## src/rtl/vga_fetch_ctrl.sv

```systemverilog
// ---------------------------------------------------------------------------
// vga_fetch_ctrl
//   Frame-buffer fetch scheduler for the bitplane video output. Streams
//   FRAME_WORDS 32-bit words per frame from RAM in bursts of up to BURST
//   beats and holds them in a show-ahead FIFO that the video block pops one
//   word per rd pulse. A falling edge on vga_vsync restarts the frame at
//   base_addr.
//
// Ports
//   clk          system / bus clock, all logic on its rising edge
//   reset_n      asynchronous active-low reset
//   enable       1 = new bursts may be issued (a burst in flight always ends)
//   base_addr    frame-buffer word address, sampled at frame start
//   vga_vsync    active-low vsync from the pixel domain (asynchronous)
//   rd           one-clock pop pulse from the video block
//   red_byte     FIFO head word[7:0]
//   green_byte   FIFO head word[15:8]
//   blue_byte    FIFO head word[23:16]
//   bright_byte  FIFO head word[31:24]
//   bus_req      read request, held until the last ack of the burst
//   bus_addr     word address of the current beat
//   bus_ack      one beat of data valid on bus_rdata
//   bus_rdata    read data
//   underrun     sticky: rd seen while the FIFO was empty; cleared at frame start
// ---------------------------------------------------------------------------
module vga_fetch_ctrl #(
    parameter int ADDR_W      = 30,
    parameter int FIFO_DEPTH  = 16,
    parameter int BURST       = 4,
    parameter int FRAME_WORDS = 38400
) (
    input  logic              clk,
    input  logic              reset_n,
    input  logic              enable,
    input  logic [ADDR_W-1:0] base_addr,
    input  logic              vga_vsync,
    input  logic              rd,
    output logic [7:0]        red_byte,
    output logic [7:0]        green_byte,
    output logic [7:0]        blue_byte,
    output logic [7:0]        bright_byte,
    output logic              bus_req,
    output logic [ADDR_W-1:0] bus_addr,
    input  logic              bus_ack,
    input  logic [31:0]       bus_rdata,
    output logic              underrun
);

    localparam int PTR_W = $clog2(FIFO_DEPTH);
    localparam int CNT_W = PTR_W + 1;
    localparam int WL_W  = $clog2(((FRAME_WORDS > BURST) ? FRAME_WORDS : BURST) + 1);
    localparam int BT_W  = $clog2(BURST + 1);

    localparam logic [CNT_W-1:0] DEPTH_C   = CNT_W'(FIFO_DEPTH);
    localparam logic [CNT_W-1:0] BURST_CNT = CNT_W'(BURST);
    localparam logic [WL_W-1:0]  BURST_WL  = WL_W'(BURST);
    localparam logic [WL_W-1:0]  FRAME_C   = WL_W'(FRAME_WORDS);
    localparam logic [BT_W-1:0]  BURST_BT  = BT_W'(BURST);

    typedef enum logic [2:0] {
        S_IDLE,
        S_FILL,
        S_BURST,
        S_GAP,
        S_DONE
    } state_t;

    state_t             state_q, state_d;
    logic [2:0]         vs_q;
    logic [ADDR_W-1:0]  addr_q;
    logic [WL_W-1:0]    words_left_q;
    logic [BT_W-1:0]    beats_q;
    logic               underrun_q;
    logic [31:0]        mem_q [FIFO_DEPTH];
    logic [PTR_W-1:0]   wr_ptr_q, rd_ptr_q;
    logic [CNT_W-1:0]   count_q;
    logic [31:0]        head_q;

    logic               frame_start;
    logic [CNT_W-1:0]   free_w;
    logic               issue;
    logic               ack_ok;
    logic               last_beat;
    logic               fifo_empty;
    logic               do_push, do_pop;
    logic [BT_W-1:0]    n_beats;
    logic [PTR_W-1:0]   rd_ptr_inc;

    // vs_q[1:0] is the two-flop synchronizer, vs_q[2] the edge-detect history.
    always_ff @(posedge clk or negedge reset_n) begin
        if (!reset_n) vs_q <= '0;
        else          vs_q <= {vs_q[1:0], vga_vsync};
    end

    assign frame_start = vs_q[2] & ~vs_q[1];

    // Free space counts slots already promised to the beats still in flight,
    // so a burst is only launched when every beat has somewhere to land.
    assign free_w     = DEPTH_C - count_q - CNT_W'(beats_q);
    assign fifo_empty = (count_q == '0);
    assign issue      = (state_q == S_FILL) && !frame_start && enable &&
                        (words_left_q != '0) && (free_w >= BURST_CNT);
    // An ack coinciding with frame start belongs to the old frame: drop it.
    assign ack_ok     = bus_ack && (state_q == S_BURST) && !frame_start;
    assign last_beat  = ack_ok && (beats_q == BT_W'(1));
    assign do_push    = ack_ok;
    assign do_pop     = rd && !fifo_empty && !frame_start;
    assign n_beats    = (words_left_q < BURST_WL) ? BT_W'(words_left_q) : BURST_BT;
    assign rd_ptr_inc = rd_ptr_q + PTR_W'(1);

    // ---------------- FSM: state register ----------------
    always_ff @(posedge clk or negedge reset_n) begin
        if (!reset_n) state_q <= S_IDLE;
        else          state_q <= state_d;
    end

    // ---------------- FSM: next state ----------------
    always_comb begin
        state_d = state_q;
        if (frame_start) begin
            state_d = S_FILL;
        end else begin
            case (state_q)
                S_IDLE:  state_d = S_IDLE;
                S_FILL: begin
                    if (words_left_q == '0) state_d = S_DONE;
                    else if (issue)         state_d = S_BURST;
                end
                S_BURST: if (last_beat) state_d = S_GAP;
                S_GAP:   state_d = S_FILL;
                S_DONE:  state_d = S_DONE;
                default: state_d = S_IDLE;
            endcase
        end
    end

    // ---------------- FSM: outputs ----------------
    always_comb begin
        bus_req = (state_q == S_BURST);
    end

    // ---------------- address / frame bookkeeping ----------------
    always_ff @(posedge clk or negedge reset_n) begin
        if (!reset_n) begin
            addr_q       <= '0;
            words_left_q <= '0;
            beats_q      <= '0;
            underrun_q   <= 1'b0;
        end else if (frame_start) begin
            addr_q       <= base_addr;
            words_left_q <= FRAME_C;
            beats_q      <= '0;
            underrun_q   <= 1'b0;
        end else begin
            if (issue) beats_q <= n_beats;
            if (ack_ok) begin
                addr_q       <= addr_q + ADDR_W'(1);
                words_left_q <= words_left_q - WL_W'(1);
                beats_q      <= beats_q - BT_W'(1);
            end
            if (rd && fifo_empty) underrun_q <= 1'b1;
        end
    end

    // ---------------- FIFO storage (no reset on the array) ----------------
    always_ff @(posedge clk) begin
        if (do_push) mem_q[wr_ptr_q] <= bus_rdata;
    end

    // head_q is the word shown on the outputs. It is loaded ahead of time so
    // the next entry is already visible the clock after a pop, and it simply
    // keeps the last popped word once the FIFO runs dry.
    always_ff @(posedge clk or negedge reset_n) begin
        if (!reset_n) begin
            wr_ptr_q <= '0;
            rd_ptr_q <= '0;
            count_q  <= '0;
            head_q   <= '0;
        end else if (frame_start) begin
            wr_ptr_q <= '0;
            rd_ptr_q <= '0;
            count_q  <= '0;
            head_q   <= '0;
        end else begin
            if (do_push) wr_ptr_q <= wr_ptr_q + PTR_W'(1);
            if (do_pop)  rd_ptr_q <= rd_ptr_inc;
            case ({do_push, do_pop})
                2'b10:   count_q <= count_q + CNT_W'(1);
                2'b01:   count_q <= count_q - CNT_W'(1);
                default: count_q <= count_q;
            endcase
            if (do_push && (fifo_empty || (do_pop && count_q == CNT_W'(1))))
                head_q <= bus_rdata;
            else if (do_pop && count_q > CNT_W'(1))
                head_q <= mem_q[rd_ptr_inc];
        end
    end

    assign red_byte    = head_q[7:0];
    assign green_byte  = head_q[15:8];
    assign blue_byte   = head_q[23:16];
    assign bright_byte = head_q[31:24];
    assign bus_addr    = addr_q;
    assign underrun    = underrun_q;

endmodule

```

## config.mk

```make
export PLATFORM = sky130hd
export DESIGN_NAME = vga_fetch_ctrl
export DESIGN_NICKNAME = d
export VERILOG_FILES = /design/src/rtl/vga_fetch_ctrl.sv
export SDC_FILE = /design/constraint.sdc
export NUM_CORES = 1
export LEC_CHECK = 0
export ABC_AREA = 1
export BUFFER_PORTS_ARGS = -buffer_cell sky130_fd_sc_hd__buf_2
export CORE_MARGIN = 2
export CORE_UTILIZATION = 40
export CTS_BUF_LIST = sky130_fd_sc_hd__clkbuf_4
export DETAILED_ROUTE_END_ITERATION = 10
export GPL_TIMING_DRIVEN = 0
export PLACE_DENSITY = 0.58
export SKIP_CTS_REPAIR_TIMING = 1
export SLEW_MARGIN = 20
export SYNTH_ARGS = -nofsm -noshare
export SYNTH_HDL_FRONTEND = slang
export SYNTH_SLANG_ARGS = --single-unit
```

## constraint.sdc

```tcl
create_clock -name clk -period 3.5 [get_ports clk]
set_input_delay 0.35 -clock clk [delete_from_list [all_inputs] [get_ports clk]]
set_output_delay 0.35 -clock clk [all_outputs]
set_load 0.05 [all_outputs]
```

==> flow_metrics.py, run 1 <==
metrics = {
    "status": {
        "outcome": "complete, no violations",
    },
    "grt": {
        "grt_util_all_layers_pct": 23.2,
        "grt_overflow": 0,
        "grt_start_max_net_pins": 59,
        "grt_use_met3_pct": 5.76,
        "grt_use_met2_pct": 36.9,
        "grt_pass1_vias": 19700,
        "antenna_found_initial": 3,
        "grt-busiest-layer": "met2",
        "grt_use_met1_pct": 30.3,
        "grt_pass1_wl_um": 117000,
    },
    "critical_path": {
        "worstRegToRegCells": 10,
        "timing.rr.end": "mem_q[4][3]",
        "path_class": "reg -> reg",
        "crit_path_start_kind": "flop",
        "crit_fanout": 18,
        "r2r_slack_ns": 0.34,
        "cp-end-kind": "flop",
        "r2r_start": "state_q[2]",
        "cp.arrival_ns": 3.82,
        "worstPathRequired_ns": 4.16,
    },
    "place": {
        "place.gp.congestion": 0.879,
        "dpl.hpwl_um": 52900,
        "dp_slack_ns": 0.282,
        "dp_cells": 3500,
        "io_buffer_count": 131,
    },
    "cts": {
        "clk_latency_ns": 1.02,
        "cts-buffers-inserted": 164,
        "cts_num_sinks": 613,
        "cts_max_level": 4,
        "cts_tree": "done",
        "clock_path_buffers": 3,
        "clk_pin_slew_worst_paths_ns": 0.06,
        "cts_root_buf": "clkbuf_4",
    },
    "sta": {
        "fin_skew_ns": 0.0784,
        "setup_viol": 0,
        "max_freq_mhz": 317,
        "hold_violations": 0,
        "fin_crit_sh_pct": 90.2,
        "relSlewSlack_pct": 35.4,
        "worst_slew_pin_slew_ns": 0.966,
        "finalCriticalPeriod_ns": 3.16,
        "holdWs_ns": 0.0834,
        "fin_ws_ns": 0.344,
        "rsz0062_at_grt": "no",
        "final_max_slew_viol_count": 0,
    },
    "min_path": {
        "hp-start": "base_addr[16]",
        "hold_path_depth": 4,
        "holdPathEnd": "bus_addr[16]",
        "hp-class": "in -> reg",
    },
    "logic_synthesis": {
        "synth_top_cell_area_share_pct": 58.0,
        "yosysTopAreaCell": "edfxtp_1",
        "synth_common_cells": "nand2_1 (815), nand3_1 (514), edfxtp_1 (512)",
        "synth_most_common_cell": "nand2_1",
        "synth_cell_types": 43,
        "ys_seq_area_share_pct": 67.5,
        "synth_nets": 2577,
        "synth_top_flop_cell": "edfxtp_1",
        "synth-seq-cells": 613,
        "synth_adder_area_share_pct": 1.07,
        "syn-cell-area_um2": 26500,
        "synthXorXnorAreaFrac_pct": 0.958,
        "synth_mux_area_share_pct": 0,
        "ys_top_cells_by_area": "edfxtp_1 (58%), nand2_1 (12%), nand3_1 (9.7%), dfrtp_1 (9.5%), buf_2 (1.5%)",
        "synth.avg_cell_area_um2": 10.7,
        "netlist_instances": 2487,
        "synth_top_family_by_area": "simple AND/OR/NAND/NOR gates",
        "synth_compound_area_share_pct": 1.87,
        "synthSimpleGateAreaFrac_pct": 24.4,
        "async_reset_ff_share_pct": 16.5,
        "synth-edff-count": 512,
        "ys_warn_count": 0,
    },
    "drt": {
        "firstDrtPassIters": 6,
        "drc": 0,
        "drtIter0Drc": 1919,
        "via_per_inst": 5.25,
        "via_count": 20300,
        "ant_nets": 0,
        "routed_wl_um": 79100,
        "wl_per_cell_um": 20.4,
    },
    "pwr": {
        "powerDensity_nw_per_um2": 828,
        "p_leak_nw": 12.7,
        "vdd_ir_drop_max_uv": 476,
    },
    "die": {
        "core_um2": 65600,
        "die_w_um": 261,
        "start_util_pct": 40.4,
        "io_pins": 132,
        "dieArea_um2": 68300,
        "rows": 94,
        "die_h_um": 261,
    },
    "final_layout": {
        "nNetsFinal": 2965,
        "areaGrowthSynthToFinish_pct": 20.0,
        "drive_gt1_share_pct": 18.6,
        "finalNonFillerCells": 3876,
    },
    "flow_run": {
        "drv_cap": 0,
    },
}
## per-stage QoR
stage / power [mW] / instance area, µm² / util [%] / setup TNS, ns
5_1_grt: 27.9 / 31800 / 48.5 / 0
4_1_cts: 26.4 / 31100 / 47.3 / 0
3_5_place_dp: 19.6 / 28800 / 43.9 / 0
3_3_place_gp: 19.3 / 28200 / 43.0 / -745.63
6_report: 26.3 / 31800 / 48.5 / 0
2_1_floorplan: 15.9 / 26500 / - / 0
## power by group
part           total [mW]  leakage (nW)  switching (mW)  internal, mW
registers            8.83          5.87           0.427          8.41
logic                10.7          5.47            7.79          2.95
clock network        6.76          1.34            3.03          3.72
total                26.3          12.7            11.3          15.1
## cell families after synthesis
logic type | after synthesis
simple gates | 1492
flops | 613
fa+ha+maj | 22
compound gates | 86
xor+xnor | 29
buf+inv | 245
## final cells by class
class                   count  area (µm²)
repair buffers            222        1850
well taps                 864        1080
clock inverters            44         323
inverters                 108         409
plain buffers             137         682
flip-flops and latches    613       17900
clock buffers             258        1940
diodes                      1        2.50
fillers                  6050       33800
multi-input cells        1629        7630
## flip-flops by register name, indices dropped and copies added (netlist names)
register	count
beats_q	3
bus_addr	30
count_q	5
head_q	32
mem_q	512
rd_ptr_q	4
state_q	3
underrun	1
vs_q	3
words_left_q	16
wr_ptr_q	4
## worst max path at each step
stage                              end  slack (ns)  cells after the start        from
after floorplan            mem_q[0][0]        0.43                      9  state_q[2]
after global placement    mem_q[4][14]       -1.86                      9     bus_ack
after detailed placement  mem_q[4][14]        0.28                     10     bus_ack
after CTS                  mem_q[4][3]        0.29                     10  state_q[2]
after global routing       mem_q[4][3]        0.15                     10  state_q[2]
final                      mem_q[4][3]        0.34                     10  state_q[2]
## layout by cell type, fill, tap and decap left out, types with 3 or more instances in the layout
cell	Yosys	layout
nand2_1	815	815
nand3_1	514	514
edfxtp_1	512	512
clkbuf_4	0	258
buf_2	80	210
dfrtp_1	101	101
inv_1	98	98
dlygate4sd3_1	0	72
nor2_1	80	64
nand4_1	47	47
clkbuf_1	35	35
o21ai_0	34	34
clkinv_1	0	26
xor2_1	24	24
a21oi_1	22	22
ha_1	21	21
nor2_4	2	18
inv_2	8	13
nor3_1	13	13
buf_1	12	12
buf_16	0	11
o211ai_1	10	10
buf_6	8	9
buf_12	0	8
nand2_2	7	7
xnor2_1	5	5
bufinv_16	0	5
nor2_2	4	4
clkinv_2	1	4
o22ai_1	4	4
nand3b_1	3	3
o21ai_1	3	3
## routing by layer
metal / wire length (µm) / up-vias
met2: 37000 / 957
met4: 2760 / 4
li1: - / 9496
met5: 27 / -
met3: 6960 / 173
met1: 32300 / 9713
## worst max-delay path, cell delays in order, from the launching register on
cell and delay [ns]:
dfrtp_1 0.40, inv_2 0.07, nand2_2 0.08, nor3_4 0.33, nand2_2 0.21, clkinv_2 0.18
buf_6 0.20, buf_6 0.18, nand2_1 0.24, nor2_4 0.62, buf_12 0.29
No activity file was read; power rests on OpenSTA's default activity.
==> run 2: changes to the inputs <==
--- a/config.mk
+++ b/config.mk
@@ -12,7 +12,7 @@
 export CTS_BUF_LIST = sky130_fd_sc_hd__clkbuf_4
 export DETAILED_ROUTE_END_ITERATION = 10
 export GPL_TIMING_DRIVEN = 0
-export PLACE_DENSITY = 0.58
+export PLACE_DENSITY = 0.6
 export SKIP_CTS_REPAIR_TIMING = 1
 export SLEW_MARGIN = 20
 export SYNTH_ARGS = -nofsm -noshare
==> constraint.sdc (replaced) <==
create_clock -name clk -period 2.7 [get_ports clk]
set_input_delay 0.27 -clock clk [delete_from_list [all_inputs] [get_ports clk]]
set_output_delay 0.27 -clock clk [all_outputs]
set_load 0.05 [all_outputs]
==> flow_metrics.py, run 2 (same netlist as run 1, synthesis figures left out) <==
metrics = {
    "status": {
        "outcome": "complete, no violations",
    },
    "final_layout": {
        "areaGrowthSynthToFinish_pct": 21.5,
        "design_area_um2": 32200,
        "largest_register_ffs": 512,
        "multiInputGateArea_um2": 7640,
        "post-route-util_pct": 49.1,
        "finalNonFillerCells": 3907,
        "register_area_um2": 17900,
        "drive_gt1_share_pct": 19.2,
        "nNetsFinal": 3001,
        "fillers": 5958,
        "layout_common_cells": "nand2_1 (814), nand3_1 (514), edfxtp_1 (512), clkbuf_4 (248), buf_2 (210)",
        "largest-register": "mem_q",
        "final_common_cell": "nand2_1",
    },
    "sta": {
        "fin_skew_ns": 0.0764,
        "worst_slew_pin_slew_ns": 0.871,
        "final_max_slew_viol_count": 0,
        "setup_viol": 0,
        "relSlewSlack_pct": 41.7,
        "fin_crit_sh_pct": 95.6,
        "fin_ws_ns": 0.119,
        "hold_violations": 0,
        "max_freq_mhz": 387,
        "finalCriticalPeriod_ns": 2.58,
        "setup_tns_ns": 0,
        "holdWs_ns": 0.0553,
    },
    "drt": {
        "drc": 0,
        "wl_per_cell_um": 20.2,
        "via_per_inst": 5.26,
        "via_count": 20600,
        "routed_wl_um": 79100,
        "ant_nets": 0,
        "firstDrtPassIters": 8,
        "drtIter0Drc": 1699,
    },
    "grt": {
        "grt_util_all_layers_pct": 23.0,
        "grt_overflow": 0,
        "grt_pass1_vias": 19500,
        "grt_pass1_wl_um": 116000,
        "grt_start_max_net_pins": 60,
        "antenna_found_initial": 4,
    },
    "critical_path": {
        "crit_fanout": 10,
        "slowest_delay_ns": 0.58,
        "path_buf_inv": 3,
        "cp-end-kind": "flop",
        "cp_top_family": "buffers and inverters",
        "path_class": "reg -> reg",
        "worstPathRequired_ns": 3.56,
        "slowest_stage": "buf_1",
        "crit_chain": "ha_1 > inv_1 > buf_2 > buf_1 > nand3_1 > nand3_1 > nand3_1 > nand2_1 > nand2_1 > nand4_1 > nand2_1",
        "crit_path_start_kind": "flop",
        "cp.arrival_ns": 3.44,
    },
    "cts": {
        "cts_tree": "done",
        "cts_root_buf": "clkbuf_4",
        "cts_num_sinks": 613,
        "cts-buffers-inserted": 162,
        "cts_max_level": 4,
        "clk_pin_slew_worst_paths_ns": 0.07,
        "clk_latency_ns": 1.01,
        "clock_path_buffers": 3,
    },
    "die": {
        "io_pins": 132,
        "dieArea_um2": 68300,
        "die_h_um": 261,
        "die_w_um": 261,
        "rows": 94,
        "start_util_pct": 40.4,
        "core_um2": 65600,
    },
    "pwr": {
        "p_leak_nw": 12.9,
        "vdd_ir_drop_max_uv": 586,
        "p_total_mw": 33.8,
        "powerDensity_nw_per_um2": 1050,
    },
    "flow_run": {
        "drv_cap": 0,
    },
    "place": {
        "placed_area_um2": 28800,
        "dp_cells": 3500,
        "io_buffer_count": 131,
        "dpl.hpwl_um": 52200,
        "dp_slack_ns": -0.468,
        "place.gp.congestion": 0.888,
    },
    "min_path": {
        "hp-class": "in -> reg",
    },
}
## run 2: cell types whose count changed in the layout (fill, tap and decap cells not counted), moves of 4 or more
cell,before,now
clkbuf_1,35,31
clkbuf_4,258,248
clkbuf_2,0,5
buf_4,2,16
buf_12,8,18
dlygate4sd3_1,72,84
clkinv_2,4,10
## run 2: final timing paths
path	cells past startpoint	slack [ns]	start	endpoint
setup / recovery	11	0.12	rd_ptr_q[1]	head_q[27]
max in group asynchronous	4	2.00	reset_n	bus_addr[22]
setup reg to reg	11	0.12	rd_ptr_q[1]	head_q[27]
hold / removal	4	0.06	base_addr[13]	bus_addr[13]
hold reg to reg	0	0.36	vs_q[0]	vs_q[1]
min in group asynchronous	4	0.36	reset_n	words_left_q[5]
## run 2: area by class of cell
cell class,count,share of cell area (%)
Clock buffer,248,5.78
Sequential cell,613,55.6
Timing Repair Buffer,260,7.23
Clock inverter,46,0.855
Tap cell,864,3.36
Buffer,137,2.14
Inverter,108,1.27
Antenna cell,2,0.0155
Multi-Input combinational cell,1629,23.7
## run 2: layer usage
layer	vias to the layer above	routed length [µm]	part of all wire, %	global-route usage, %
met5	-	24	0.030	0
met4	4	2640	3.3	9.71
met3	176	7020	8.9	6.11
met2	957	37600	48	37.1
met1	9841	31800	40	29.3
li1	9572	-	-	-
## run 2: report_power, final
group,internal [mW],total (mW),switching [mW]
Clock,4.48,8.40,3.92
Combinational,3.88,14.0,10.1
Sequential,10.9,11.5,0.559
## run 2: tightest hold or removal path: cells and delay by family
family / cells / cell delay, ns
AO/OA/AOI/OAI: 1 / 0.09
buffers and inverters: 2 / 0.60
AND/OR/NAND/NOR: 1 / 0.06
==> run 3: changes to the inputs <==
--- a/config.mk
+++ b/config.mk
@@ -8,11 +8,11 @@
 export ABC_AREA = 1
 export BUFFER_PORTS_ARGS = -buffer_cell sky130_fd_sc_hd__buf_2
 export CORE_MARGIN = 2
-export CORE_UTILIZATION = 40
+export CORE_UTILIZATION = 33
 export CTS_BUF_LIST = sky130_fd_sc_hd__clkbuf_4
 export DETAILED_ROUTE_END_ITERATION = 10
 export GPL_TIMING_DRIVEN = 0
-export PLACE_DENSITY = 0.6
+export PLACE_DENSITY = 0.52
 export SKIP_CTS_REPAIR_TIMING = 1
 export SLEW_MARGIN = 20
 export SYNTH_ARGS = -nofsm -noshare
==> constraint.sdc (replaced) <==
create_clock -name clk -period 2.07 [get_ports clk]
set_input_delay 0.207 -clock clk [delete_from_list [all_inputs] [get_ports clk]]
set_output_delay 0.207 -clock clk [all_outputs]
set_load 0.05 [all_outputs]
==> flow_metrics.py, run 3 (same netlist as run 1, synthesis figures left out) <==
metrics = {
    "status": {
        "outcome": "finished with violations",
        "violations": "negative hold slack, negative setup slack",
    },
    "critical_path": {
        "cp.arrival_ns": 3.08,
        "r2r_start": "count_q[0]",
        "worstPathRequired_ns": 2.94,
        "crit_cells": 14,
        "crit_chain": "inv_4 > ha_4 > inv_2 > nor2_4 > nand2_4 > nand4_1 > nand2_8 > nand2_8 > nand2_8 > buf_12 > clkinv_16 > clkbuf_16 > nand2_2 > nand2_1",
        "slowest_stage": "dfrtp_2",
        "slowest_delay_ns": 0.42,
        "cp_common_cell": "nand2_8",
        "cp_top_family": "simple AND/OR/NAND/NOR gates",
        "timing.rr.end": "head_q[10]",
        "crit_path_end": "head_q[10]",
        "worstRegToRegCells": 14,
        "cp-end-kind": "flop",
        "path_class": "reg -> reg",
        "r2r_slack_ns": -0.13,
        "critPathLaunch": "count_q[0]",
        "crit_path_start_kind": "flop",
        "crit_fanout": 6,
        "path_buf_inv": 5,
    },
    "grt": {
        "antenna_found_initial": 3,
        "grt_start_max_net_pins": 62,
        "grt_util_all_layers_pct": 20.0,
        "grt_pass1_vias": 19800,
        "grt_pass1_wl_um": 123000,
        "grt_overflow": 0,
    },
    "pwr": {
        "powerDensity_nw_per_um2": 1390,
        "p_total_mw": 47.0,
        "vdd_ir_drop_max_uv": 1200,
        "p_leak_nw": 13.5,
    },
    "cts": {
        "clk_pin_slew_worst_paths_ns": 0.07,
        "cts_root_buf": "clkbuf_4",
        "clk_latency_ns": 1.00,
        "cts_max_level": 4,
        "cts_tree": "done",
        "cts_num_sinks": 613,
        "cts-buffers-inserted": 161,
        "clock_path_buffers": 3,
    },
    "place": {
        "dp_slack_ns": -0.995,
        "dpl.hpwl_um": 56800,
        "io_buffer_count": 131,
        "placed_area_um2": 29100,
        "place.gp.congestion": 0.866,
    },
    "drt": {
        "wl_per_cell_um": 20.8,
        "drtIter0Drc": 2001,
        "routed_wl_um": 86100,
        "via_per_inst": 5.03,
        "via_count": 20800,
        "firstDrtPassIters": 5,
        "ant_nets": 0,
        "drc": 0,
    },
    "sta": {
        "final_max_slew_viol_count": 0,
        "relSlewSlack_pct": 47.8,
        "setup_tns_ns": -3.31,
        "hold_violations": 6,
        "setup_viol": 35,
        "fin_crit_sh_pct": 106,
        "rsz0062_at_grt": "yes",
        "fin_ws_ns": -0.134,
        "fin_skew_ns": 0.0728,
        "worst_slew_pin_slew_ns": 0.783,
        "max_freq_mhz": 454,
        "holdWs_ns": -0.433,
        "finalCriticalPeriod_ns": 2.20,
    },
    "final_layout": {
        "layout_common_cells": "nand2_1 (766), edfxtp_1 (512), nand3_1 (511), clkbuf_4 (290), buf_2 (153)",
        "areaGrowthSynthToFinish_pct": 27.9,
        "final_common_cell": "nand2_1",
        "drive_gt1_share_pct": 24.0,
        "nNetsFinal": 3045,
        "largest-register": "mem_q",
        "largest_register_ffs": 512,
        "design_area_um2": 33900,
        "fillers": 7525,
    },
    "die": {
        "dieArea_um2": 82600,
        "start_util_pct": 33.4,
        "io_pins": 132,
        "die_h_um": 287,
        "die_w_um": 287,
        "rows": 103,
        "core_um2": 79300,
    },
    "flow_run": {
        "drv_cap": 0,
    },
    "min_path": {
        "hp-start": "enable",
        "hp-class": "in -> reg",
    },
}
run 3: area by class of cell:
class,count,area (µm²),area share [%]
multi-input cells,1629,8050,23.7
inverters,108,457,1.35
clock buffers,249,1870,5.51
plain buffers,135,1080,3.20
repair buffers,307,2960,8.72
clock inverters,41,260,0.768
diodes,2,5.00,0.0148
well taps,1050,1310,3.88
flip-flops and latches,613,17900,52.8
run 3: how the worst min path moves through the flow:
stage                     cells after the start    endpoint
after floorplan                               0  beats_q[0]
after global placement                        1     vs_q[0]
after detailed placement                      1    underrun
after CTS                                     1  head_q[18]
after global routing                          4  state_q[0]
final                                         4  state_q[0]
run 3: worst register-to-register path, stage by stage, from the launching register on:
cell and delay, ns:
dfrtp_2 0.42, inv_4 0.08, ha_4 0.16, inv_2 0.06
nor2_4 0.05, nand2_4 0.10, nand4_1 0.22, nand2_8 0.20
nand2_8 0.13, nand2_8 0.15, buf_12 0.14, clkinv_16 0.09
clkbuf_16 0.20, nand2_2 0.06, nand2_1 0.04
run 3: layer usage:
layer / routed length (µm) / vias up / GRT usage [%]
met5: 11 / - / 0
met4: 3210 / 2 / 9.09
met3: 5940 / 178 / 4.40
met2: 40900 / 765 / 32.4
met1: 36000 / 10200 / 25.7
li1: - / 9659 / -
run 3: through the flow:
step,utilization [%],cells
after floorplan,-,2487
after global placement,36.1,3668
after detailed placement,36.7,3685
after CTS,39.3,3975
after global routing,42.8,4134
final,42.8,4134
run 3: power breakdown:
part	switching [mW]	internal [mW]	total (mW)
registers	0.816	14.2	15.0
clock network	5.18	5.76	10.9
logic	14.2	6.84	21.0
